## config.mk

```make
export PLATFORM = sky130hd
export DESIGN_NAME = apb_master_bridge_flat
export DESIGN_NICKNAME = d
export VERILOG_FILES = /design/src/rtl/apb_master_bridge_if.sv /design/src/rtl/apb_master_bridge.sv /design/src/flat_wrapper.sv
export SDC_FILE = /design/constraint.sdc
export NUM_CORES = 1
export LEC_CHECK = 0
export CAP_MARGIN = 0
export CELL_PAD_IN_SITES_DETAIL_PLACEMENT = 0
export CELL_PAD_IN_SITES_GLOBAL_PLACEMENT = 1
export CORE_MARGIN = 8
export CORE_UTILIZATION = 51
export CTS_CLUSTER_SIZE = 12
export DETAILED_ROUTE_END_ITERATION = 8
export GPL_TIMING_DRIVEN = 0
export PLACE_DENSITY = 0.9
export RECOVER_POWER = 50
export SYNTH_ARGS = -nofsm -noshare
export SYNTH_HDL_FRONTEND = slang
export SYNTH_SLANG_ARGS = --single-unit
```

## constraint.sdc

```tcl
create_clock -name pclk -period 5 [get_ports pclk]
set_input_delay 0.75 -clock pclk [delete_from_list [all_inputs] [get_ports pclk]]
set_output_delay 0.75 -clock pclk [all_outputs]
set_load 0.01 [all_outputs]
```

## src/rtl/apb_master_bridge_if.sv

```systemverilog
// Command/response and APB bus bundle for apb_master_bridge.
// master: the bridge's view. slave: the environment's view (command source,
// response sink and APB completer).
interface apb_master_bridge_if;
  // command side
  logic        req_valid;
  logic        req_ready;
  logic        req_write;
  logic [31:0] req_addr;
  logic [31:0] req_wdata;
  // response side
  logic        rsp_valid;
  logic        rsp_ready;
  logic [31:0] rsp_rdata;
  logic        rsp_err;
  // APB
  logic [31:0] paddr;
  logic [31:0] pwdata;
  logic        psel;
  logic        penable;
  logic        pwrite;
  logic [31:0] prdata;
  logic        pready;

  modport master (
    input  req_valid, req_write, req_addr, req_wdata, rsp_ready, prdata, pready,
    output req_ready, rsp_valid, rsp_rdata, rsp_err, paddr, pwdata, psel, penable, pwrite
  );

  modport slave (
    output req_valid, req_write, req_addr, req_wdata, rsp_ready, prdata, pready,
    input  req_ready, rsp_valid, rsp_rdata, rsp_err, paddr, pwdata, psel, penable, pwrite
  );
endinterface

```

## src/rtl/apb_master_bridge.sv

```systemverilog
// Queued command to APB master bridge: commands are buffered in a FIFO and
// issued one at a time as APB transfers; each transfer returns one response.
// A transfer whose completer never raises pready is ended after TIMEOUT
// ACCESS cycles with rsp_err set.
module apb_master_bridge #(
  parameter int unsigned FIFO_DEPTH = 4,
  parameter int unsigned TIMEOUT    = 16
) (
  input  logic               pclk,
  input  logic               presetn,
  apb_master_bridge_if.master bus
);

  localparam int unsigned AW = (FIFO_DEPTH > 1) ? $clog2(FIFO_DEPTH) : 1;
  localparam int unsigned CW = $clog2(FIFO_DEPTH) + 1;
  localparam int unsigned TW = $clog2(TIMEOUT) + 1;
  localparam logic [TW-1:0] TLIM = TW'(TIMEOUT - 1);

  typedef enum logic [1:0] {IDLE, SETUP, ACCESS, RESP} state_t;

  state_t        state, state_nxt;

  logic          fifo_write [FIFO_DEPTH];
  logic [31:0]   fifo_addr  [FIFO_DEPTH];
  logic [31:0]   fifo_wdata [FIFO_DEPTH];
  logic [AW-1:0] wr_ptr, rd_ptr;
  logic [CW-1:0] count;
  logic          full, empty, push, pop;

  logic [TW-1:0] tcnt;
  logic          done, timed_out;

  assign full          = (count == CW'(FIFO_DEPTH));
  assign empty         = (count == '0);
  assign bus.req_ready = !full;
  assign push          = bus.req_valid && !full;

  // FIFO storage; no reset needed, occupancy tracks validity
  always_ff @(posedge pclk) begin
    if (push) begin
      fifo_write[wr_ptr] <= bus.req_write;
      fifo_addr[wr_ptr]  <= bus.req_addr;
      fifo_wdata[wr_ptr] <= bus.req_wdata;
    end
  end

  // FIFO pointers and registered occupancy
  always_ff @(posedge pclk or negedge presetn) begin
    if (!presetn) begin
      wr_ptr <= '0;
      rd_ptr <= '0;
      count  <= '0;
    end else begin
      if (push) wr_ptr <= wr_ptr + AW'(1);
      if (pop)  rd_ptr <= rd_ptr + AW'(1);
      case ({push, pop})
        2'b10:   count <= count + CW'(1);
        2'b01:   count <= count - CW'(1);
        default: count <= count;
      endcase
    end
  end

  // FSM state register
  always_ff @(posedge pclk or negedge presetn) begin
    if (!presetn) state <= IDLE;
    else          state <= state_nxt;
  end

  // next state, FIFO pop and transfer-end decisions
  always_comb begin
    state_nxt = state;
    pop       = 1'b0;
    done      = 1'b0;
    timed_out = 1'b0;
    case (state)
      IDLE: begin
        if (!empty) begin
          state_nxt = SETUP;
          pop       = 1'b1;
        end
      end
      SETUP: state_nxt = ACCESS;
      ACCESS: begin
        if (bus.pready) begin
          state_nxt = RESP;
          done      = 1'b1;
        end else if (tcnt == TLIM) begin
          state_nxt = RESP;
          done      = 1'b1;
          timed_out = 1'b1;
        end
      end
      RESP: begin
        if (bus.rsp_ready) begin
          if (!empty) begin
            state_nxt = SETUP;
            pop       = 1'b1;
          end else begin
            state_nxt = IDLE;
          end
        end
      end
      default: state_nxt = IDLE;
    endcase
  end

  // ACCESS cycle counter, zero on every entry into ACCESS
  always_ff @(posedge pclk or negedge presetn) begin
    if (!presetn)             tcnt <= '0;
    else if (state == ACCESS) tcnt <= tcnt + TW'(1);
    else                      tcnt <= '0;
  end

  // registered APB and response outputs
  always_ff @(posedge pclk or negedge presetn) begin
    if (!presetn) begin
      bus.psel      <= 1'b0;
      bus.penable   <= 1'b0;
      bus.pwrite    <= 1'b0;
      bus.paddr     <= '0;
      bus.pwdata    <= '0;
      bus.rsp_valid <= 1'b0;
      bus.rsp_err   <= 1'b0;
      bus.rsp_rdata <= '0;
    end else begin
      // handshake and pop can coincide: response retires as next SETUP begins
      if (state == RESP && bus.rsp_ready) begin
        bus.rsp_valid <= 1'b0;
        bus.rsp_err   <= 1'b0;
        bus.rsp_rdata <= '0;
      end
      if (pop) begin
        bus.paddr   <= fifo_addr[rd_ptr];
        bus.pwdata  <= fifo_wdata[rd_ptr];
        bus.pwrite  <= fifo_write[rd_ptr];
        bus.psel    <= 1'b1;
        bus.penable <= 1'b0;
      end
      if (state == SETUP) bus.penable <= 1'b1;
      if (done) begin
        bus.psel      <= 1'b0;
        bus.penable   <= 1'b0;
        bus.rsp_valid <= 1'b1;
        bus.rsp_err   <= timed_out;
        bus.rsp_rdata <= (timed_out || bus.pwrite) ? '0 : bus.prdata;
      end
    end
  end

endmodule

```

## src/flat_wrapper.sv

```systemverilog
// flat-port wrapper written by rule: the top's interface ports become plain ports
module apb_master_bridge_flat 
#(
  parameter int unsigned FIFO_DEPTH = 4,
  parameter int unsigned TIMEOUT    = 16
)
  (pclk, presetn, bus_req_valid, bus_req_write, bus_req_addr, bus_req_wdata, bus_rsp_ready, bus_prdata, bus_pready, bus_req_ready, bus_rsp_valid, bus_rsp_rdata, bus_rsp_err, bus_paddr, bus_pwdata, bus_psel, bus_penable, bus_pwrite);
  apb_master_bridge_if bus_i ();
  input  logic pclk;
  input  logic presetn;
  input wire logic [$bits(bus_i.req_valid)-1:0] bus_req_valid;
  input wire logic [$bits(bus_i.req_write)-1:0] bus_req_write;
  input wire logic [$bits(bus_i.req_addr)-1:0] bus_req_addr;
  input wire logic [$bits(bus_i.req_wdata)-1:0] bus_req_wdata;
  input wire logic [$bits(bus_i.rsp_ready)-1:0] bus_rsp_ready;
  input wire logic [$bits(bus_i.prdata)-1:0] bus_prdata;
  input wire logic [$bits(bus_i.pready)-1:0] bus_pready;
  output wire logic [$bits(bus_i.req_ready)-1:0] bus_req_ready;
  output wire logic [$bits(bus_i.rsp_valid)-1:0] bus_rsp_valid;
  output wire logic [$bits(bus_i.rsp_rdata)-1:0] bus_rsp_rdata;
  output wire logic [$bits(bus_i.rsp_err)-1:0] bus_rsp_err;
  output wire logic [$bits(bus_i.paddr)-1:0] bus_paddr;
  output wire logic [$bits(bus_i.pwdata)-1:0] bus_pwdata;
  output wire logic [$bits(bus_i.psel)-1:0] bus_psel;
  output wire logic [$bits(bus_i.penable)-1:0] bus_penable;
  output wire logic [$bits(bus_i.pwrite)-1:0] bus_pwrite;
  assign bus_i.req_valid = bus_req_valid;
  assign bus_i.req_write = bus_req_write;
  assign bus_i.req_addr = bus_req_addr;
  assign bus_i.req_wdata = bus_req_wdata;
  assign bus_i.rsp_ready = bus_rsp_ready;
  assign bus_i.prdata = bus_prdata;
  assign bus_i.pready = bus_pready;
  assign bus_req_ready = bus_i.req_ready;
  assign bus_rsp_valid = bus_i.rsp_valid;
  assign bus_rsp_rdata = bus_i.rsp_rdata;
  assign bus_rsp_err = bus_i.rsp_err;
  assign bus_paddr = bus_i.paddr;
  assign bus_pwdata = bus_i.pwdata;
  assign bus_psel = bus_i.psel;
  assign bus_penable = bus_i.penable;
  assign bus_pwrite = bus_i.pwrite;
  apb_master_bridge #(.FIFO_DEPTH(FIFO_DEPTH), .TIMEOUT(TIMEOUT)) u_core (.pclk(pclk), .presetn(presetn), .bus(bus_i));
endmodule
```

==> reports/qor.yml, run 1 <==
run_status:
  outcome: "finished, violations left"
  violations: "max-capacitance violations, max-slew violations"
power_and_ir_drop:
  power_frac_comb: 0.343
  p_leak_uw: 0.00655
  switching_share: 0.281
  internal_power_uw: 8260
  seqPwrFrac: 0.407
  p_sw_uw: 3220
  ir_drop_uv: 402
  p_per_area_mw_per_mm2: 641
  power.share.clock: 0.249
clock_network:
  clk_path_buf_depth: 3
  cts_setup_buffers: 0
  cts.sinks: 375
  root_buffer: "clkbuf_16"
  cts_tree: "done"
  cts-hold-fix-buffers: 0
  clk_latency_ns: 0.52
  numCtsBuffers: 40
  cts_max_level: 2
  clk_pin_slew_ns: 0.06
  post_cts_resized: 0
logic_synthesis:
  synth_warnings: 0
  syn-cell-area_sq_mm: 0.0140
  ys_types: 37
  yosysTopAreaCellShare: 0.557
  ys_async_sr_fraction: 0.307
  synth_edf_count: 260
  yosysMostFrequentCell: "edfxtp_1"
  ys_seq_area_frac: 0.763
  synth_nets: 752
  avgSynthCellArea_sq_um: 22.0
  synthFlopType: "edfxtp_1"
  synth_area_leader_cell: "edfxtp_1"
  synthTopCellsByArea: "edfxtp_1, dfrtp_1, mux4_2, mux2_2, mux2_4"
  synth_top_cells_by_count: "edfxtp_1, dfrtp_1, mux4_2"
  netlist_instances: 637
  synth-seq-cells: 375
critical_path:
  worst_setup_path_start_kind: "flip-flop"
  cp-startpoint: "u_core.state[0]"
  r2r_end: "u_core.count[2]"
  reg2reg_slack_ns: 1.82
  endpoint: "u_core.count[2]"
  r2r_start: "u_core.state[0]"
  path_max_fanout: 10
  cp.required_ns: 5.43
  cp-end-kind: "flip-flop"
  ff2ff_path_depth: 10
  crit_type: "reg -> reg"
  arrival_ns: 3.61
timing:
  slew_violations: 146
  setup_ws_ns: 1.82
  grt_setup_unrepaired: "no"
  tns_ns: 0
  hold_violations: 0
  fmax_mhz: 315
  skew_ns: 0.0194
  setup_violations: 0
  fin_crit_ns: 3.18
  max_slew_margin: -0.500
  worst_slew_pin_slew_ns: 2.25
  fin_crit_sh: 0.636
  whs_ns: 0.460
detailed_routing:
  dr.pass1.iters: 4
  drt-initial-drc-count: 316
  vias: 6954
  drt_wl_total_um: 28700
  wl_per_cell_um: 22.8
  antenna_left: 0
  drcViolationCount: 0
  via_per_inst: 5.51
placement:
  post-dp-hpwl_um: 18700
  placed_cell_area_sq_mm: 0.0166
  pre_cts_slack_ns: 1.27
  place.gp.congestion: 0.778
  io_buffers: 203
floorplan:
  initial_core_util: 0.520
  rows: 60
  core_sq_mm: 0.0270
  ioPinCount: 204
  dieArea_sq_mm: 0.0330
  chipWidth_um: 182
  die_h_um: 182
layout:
  final_area_sq_mm: 0.0179
  area_growth_pct: 27.8
  drive_above_1_share: 0.233
  finalNetCount: 1002
hold_path:
  hp-class: "reg -> reg"
  whs_path_depth: 1
global_route:
  grt_remaining_overflow: 0
  grt.total_usage: 0.175
  antenna_found_initial: 5
  grt_first_pass_wirelength_um: 44900
  grt_max_degree: 83
  grt_pass1_vias: 7665
run:
  cap_violations: 5
per-layer routing:
layer	GRT usage	part of all wire	up-vias
li1	-	-	3070
met5	0	0.00091	-
met1	0.225	0.42	3596
met2	0.295	0.49	236
met3	0.0459	0.068	48
met4	0.0413	0.017	4
power groups by stage:
stage	Sequential [uW]	Clock, uW	Combinational [uW]
floorplan	4850	0	2200
global placement	4750	0	3880
detailed placement	4730	0	4040
CTS	4680	2930	4060
global route	4760	3050	4240
finish	4680	2860	3940
state kept, by name, summed over array words and instances (netlist names), 2 cells and up:
| register | cells |
|---|---|
| u_core.count | 3 |
| u_core.fifo_write | 4 |
| u_core.tcnt | 5 |
| u_core.bus.rsp_rdata | 32 |
| u_core.bus.paddr | 32 |
| u_core.bus.pwdata | 32 |
| u_core.wr_ptr | 2 |
| u_core.fifo_addr | 128 |
| u_core.state | 2 |
| u_core.rd_ptr | 2 |
| u_core.fifo_wdata | 128 |
area by class of cell:
| type | instances | area [sq um] |
|---|---|---|
| flip-flops and latches | 375 | 10700 |
| fillers | 1754 | 9050 |
| multi-input cells | 223 | 3080 |
| repair buffers | 208 | 2160 |
| clock buffers | 69 | 1240 |
| well taps | 341 | 427 |
| plain buffers | 29 | 203 |
| clock inverters | 5 | 65.1 |
| inverters | 10 | 37.5 |
| diodes | 2 | 5.00 |
worst min path at each step:
stage | start | endpoint | slack (ns)
2_1_floorplan | u_core.tcnt[0] | u_core.tcnt[0] | 0.43
3_3_place_gp | u_core.tcnt[0] | u_core.tcnt[0] | 0.44
3_5_place_dp | u_core.tcnt[0] | u_core.tcnt[0] | 0.45
4_1_cts | presetn | u_core.bus.paddr[20] | 0.12
5_1_grt | u_core.tcnt[0] | u_core.tcnt[0] | 0.49
6_report | u_core.tcnt[0] | u_core.tcnt[0] | 0.46
worst max-delay path, stage by stage, from the launching register on:
cell	delay (ns)
dfrtp_1	0.39
inv_1	0.12
ha_1	0.35
nor3_2	0.66
buf_2	0.47
ha_1	0.25
inv_1	0.06
fa_1	0.38
xor2_1	0.15
nor2_1	0.11
xor2_1	0.16
placed cells by master (no fill, tap or decap), types with 3 or more instances in the layout:
master	Yosys	final
ha_1	12	12
nor2b_1	3	3
xnor2_1	3	3
dlygate4sd3_1	0	66
xor2_1	5	5
buf_12	3	4
a22o_1	32	32
mux2_2	39	39
clkdlybuf4s50_1	0	136
clkbuf_8	0	9
and2_0	0	4
mux4_2	65	65
mux2_4	28	28
o21ai_0	2	3
nand2_1	6	6
buf_1	4	4
dfrtp_1	115	115
inv_1	10	10
clkbuf_16	0	42
buf_16	0	4
and3_1	5	5
edfxtp_1	260	260
buf_2	12	12
clkbuf_1	6	25
cell families after synthesis:
group | count (synthesis) | share of synthesized area
flip-flops | 375 | 0.763
multiplexers | 133 | 0.167
AO/OA/AOI/OAI | 42 | 0.0248
buffers and inverters | 39 | 0.0171
AND/OR/NAND/NOR | 27 | 0.0115
adder cells (fa/ha/maj) | 13 | 0.0121
XOR/XNOR | 8 | 0.00500
metrics by stage:
stage | util | total power [uW] | cells
2_1_floorplan | - | 7040 | 637
3_3_place_gp | 0.611 | 8630 | 1181
3_5_place_dp | 0.617 | 8770 | 1186
4_1_cts | 0.665 | 11700 | 1260
5_1_grt | 0.664 | 12100 | 1262
6_report | 0.664 | 11500 | 1262
(Power assumes the default switching activity.)
==> inputs of run 2 (changes only) <==
--- a/config.mk
+++ b/config.mk
@@ -9,11 +9,11 @@
 export CELL_PAD_IN_SITES_DETAIL_PLACEMENT = 0
 export CELL_PAD_IN_SITES_GLOBAL_PLACEMENT = 1
 export CORE_MARGIN = 8
-export CORE_UTILIZATION = 51
+export CORE_UTILIZATION = 42
 export CTS_CLUSTER_SIZE = 12
 export DETAILED_ROUTE_END_ITERATION = 8
 export GPL_TIMING_DRIVEN = 0
-export PLACE_DENSITY = 0.9
+export PLACE_DENSITY = 0.8
 export RECOVER_POWER = 50
 export SYNTH_ARGS = -nofsm -noshare
 export SYNTH_HDL_FRONTEND = slang
==> constraint.sdc (replaced) <==
create_clock -name pclk -period 2.8 [get_ports pclk]
set_input_delay 0.42 -clock pclk [delete_from_list [all_inputs] [get_ports pclk]]
set_output_delay 0.42 -clock pclk [all_outputs]
set_load 0.01 [all_outputs]
==> reports/qor.yml, run 2 (synthesis gave the netlist of run 1 again) <==
power_and_ir_drop:
  p_per_area_mw_per_mm2: 1140
  switching_share: 0.281
  power_frac_comb: 0.345
  seqPwrFrac: 0.404
  ir_drop_uv: 734
  p_leak_uw: 0.00657
  internal_power_uw: 14800
  power.share.clock: 0.251
  p_sw_uw: 5780
timing:
  grt_setup_unrepaired: "no"
  worst_slew_pin_slew_ns: 1.25
  fmax_mhz: 393
  slew_violations: 0
  hold_violations: 0
  skew_ns: 0.0148
  setup_violations: 0
  max_slew_margin: 0.170
  setup_ws_ns: 0.252
  fin_crit_sh: 0.910
  fin_crit_ns: 2.55
  whs_ns: 0.459
clock_network:
  cts_tree: "done"
  numCtsBuffers: 41
  cts_max_level: 2
  root_buffer: "clkbuf_16"
  clk_path_buf_depth: 3
  clk_pin_slew_ns: 0.05
  clk_latency_ns: 0.51
  cts.sinks: 375
layout:
  final_area_sq_mm: 0.0181
  layout_common_cells: "edfxtp_1, clkdlybuf4s50_1, dfrtp_1, dlygate4sd3_1, mux4_2"
  final_common_cell: "edfxtp_1"
  finalNetCount: 1005
  top_regs: "u_core.fifo_addr (128), u_core.fifo_wdata (128)"
  area_growth_pct: 29.2
  drive_above_1_share: 0.239
  post-route-util: 0.545
global_route:
  grt_pass1_vias: 7543
  grt_max_degree: 79
  grt.total_usage: 0.150
  grt_remaining_overflow: 0
  antenna_found_initial: 7
  grt_first_pass_wirelength_um: 45100
floorplan:
  rows: 67
  core_sq_mm: 0.0332
  dieArea_sq_mm: 0.0395
  ioPinCount: 204
  chipWidth_um: 199
  die_h_um: 199
  initial_core_util: 0.422
critical_path:
  crit_type: "reg -> reg"
  arrival_ns: 2.97
  worst_setup_path_start_kind: "flip-flop"
  cp.required_ns: 3.22
  slowest_stage: "dfrtp_1"
  cpPeakStageDelay_ns: 0.41
  crit_chain: "inv_1 > ha_1 > a21oi_1 > nor3_4 > clkbuf_4 > ha_1 > inv_1 > fa_1 > xor2_1 > nor2_1 > xor2_1"
  path_max_fanout: 10
  cp-end-kind: "flip-flop"
detailed_routing:
  via_per_inst: 5.03
  drcViolationCount: 0
  drt-initial-drc-count: 268
  antenna_left: 0
  vias: 6898
  drt_wl_total_um: 29500
  dr.pass1.iters: 7
  wl_per_cell_um: 21.5
placement:
  place.gp.congestion: 0.837
  io_buffers: 203
  placed_cell_area_sq_mm: 0.0168
  pre_cts_slack_ns: -0.593
  post-dp-hpwl_um: 18900
run:
  cap_violations: 0
run_status:
  outcome: "complete, no violations"
hold_path:
  hp-class: "reg -> reg"
[run 2: final cells by class]
type | instances | area [sq um]
inverter | 10 | 37.5
tap | 448 | 561
clock inverter | 8 | 103
sequential | 375 | 10700
timing repair buffer | 210 | 2180
fill | 2627 | 15100
multi-input combinational | 223 | 3100
buffer | 29 | 205
antenna | 5 | 12.5
clock buffer | 64 | 1210
[run 2: through the flow]
stage	TNS (ns)	cells	total power, uW
after floorplan	0	637	12600
after detailed placement	-1.02	1293	15700
after global routing	0	1369	21700
after CTS	0	1367	21000
after global placement	-882.19	1288	15600
final	0	1372	20600
[run 2: what timing repair did]
action,CTS,global route
endpoints found under the setup margin,2,1
buffers inserted,1,0
resized for setup,1,1
endpoints found under the hold margin,37,0
pin swaps,1,0
hold buffers,1,0
[run 2: final timing paths]
path | startpoint | endpoint | slack [ns] | cells past startpoint
max in group asynchronous | presetn | u_core.bus.pwrite | 1.03 | 3
max | u_core.state[0] | u_core.count[2] | 0.25 | 11
min in group asynchronous | presetn | u_core.bus.paddr[21] | 0.72 | 2
min | u_core.tcnt[0] | u_core.tcnt[0] | 0.46 | 1
min reg2reg | u_core.tcnt[0] | u_core.tcnt[0] | 0.46 | 1
max reg2reg | u_core.state[0] | u_core.count[2] | 0.25 | 11
[run 2: metal layers]
metal  share of wire  GRT usage  wire (um)
met1            0.42      0.187      12200
met2            0.49      0.256      14300
met3           0.082     0.0458       2420
met4           0.015     0.0321        443
met5          0.0021          0         63
[run 2: worst max-delay path: cells and delay by family (launching register included)]
family | cells | cell delay [ns]
AOI/OAI and AO/OA | 1 | 0.09
and+or+nand+nor | 2 | 0.33
xor gates and xnor gates | 2 | 0.31
DFF | 1 | 0.41
adders and majority gates | 3 | 0.81
buffers and inverters | 3 | 0.53
[run 2: power by group through the flow]
stage / Combinational [uW] / Clock [uW] / Sequential, uW
2_1_floorplan: 3920 / 0 / 8660
3_3_place_gp: 7070 / 0 / 8490
3_5_place_dp: 7270 / 0 / 8420
4_1_cts: 7330 / 5340 / 8340
5_1_grt: 7670 / 5540 / 8510
6_report: 7100 / 5180 / 8320
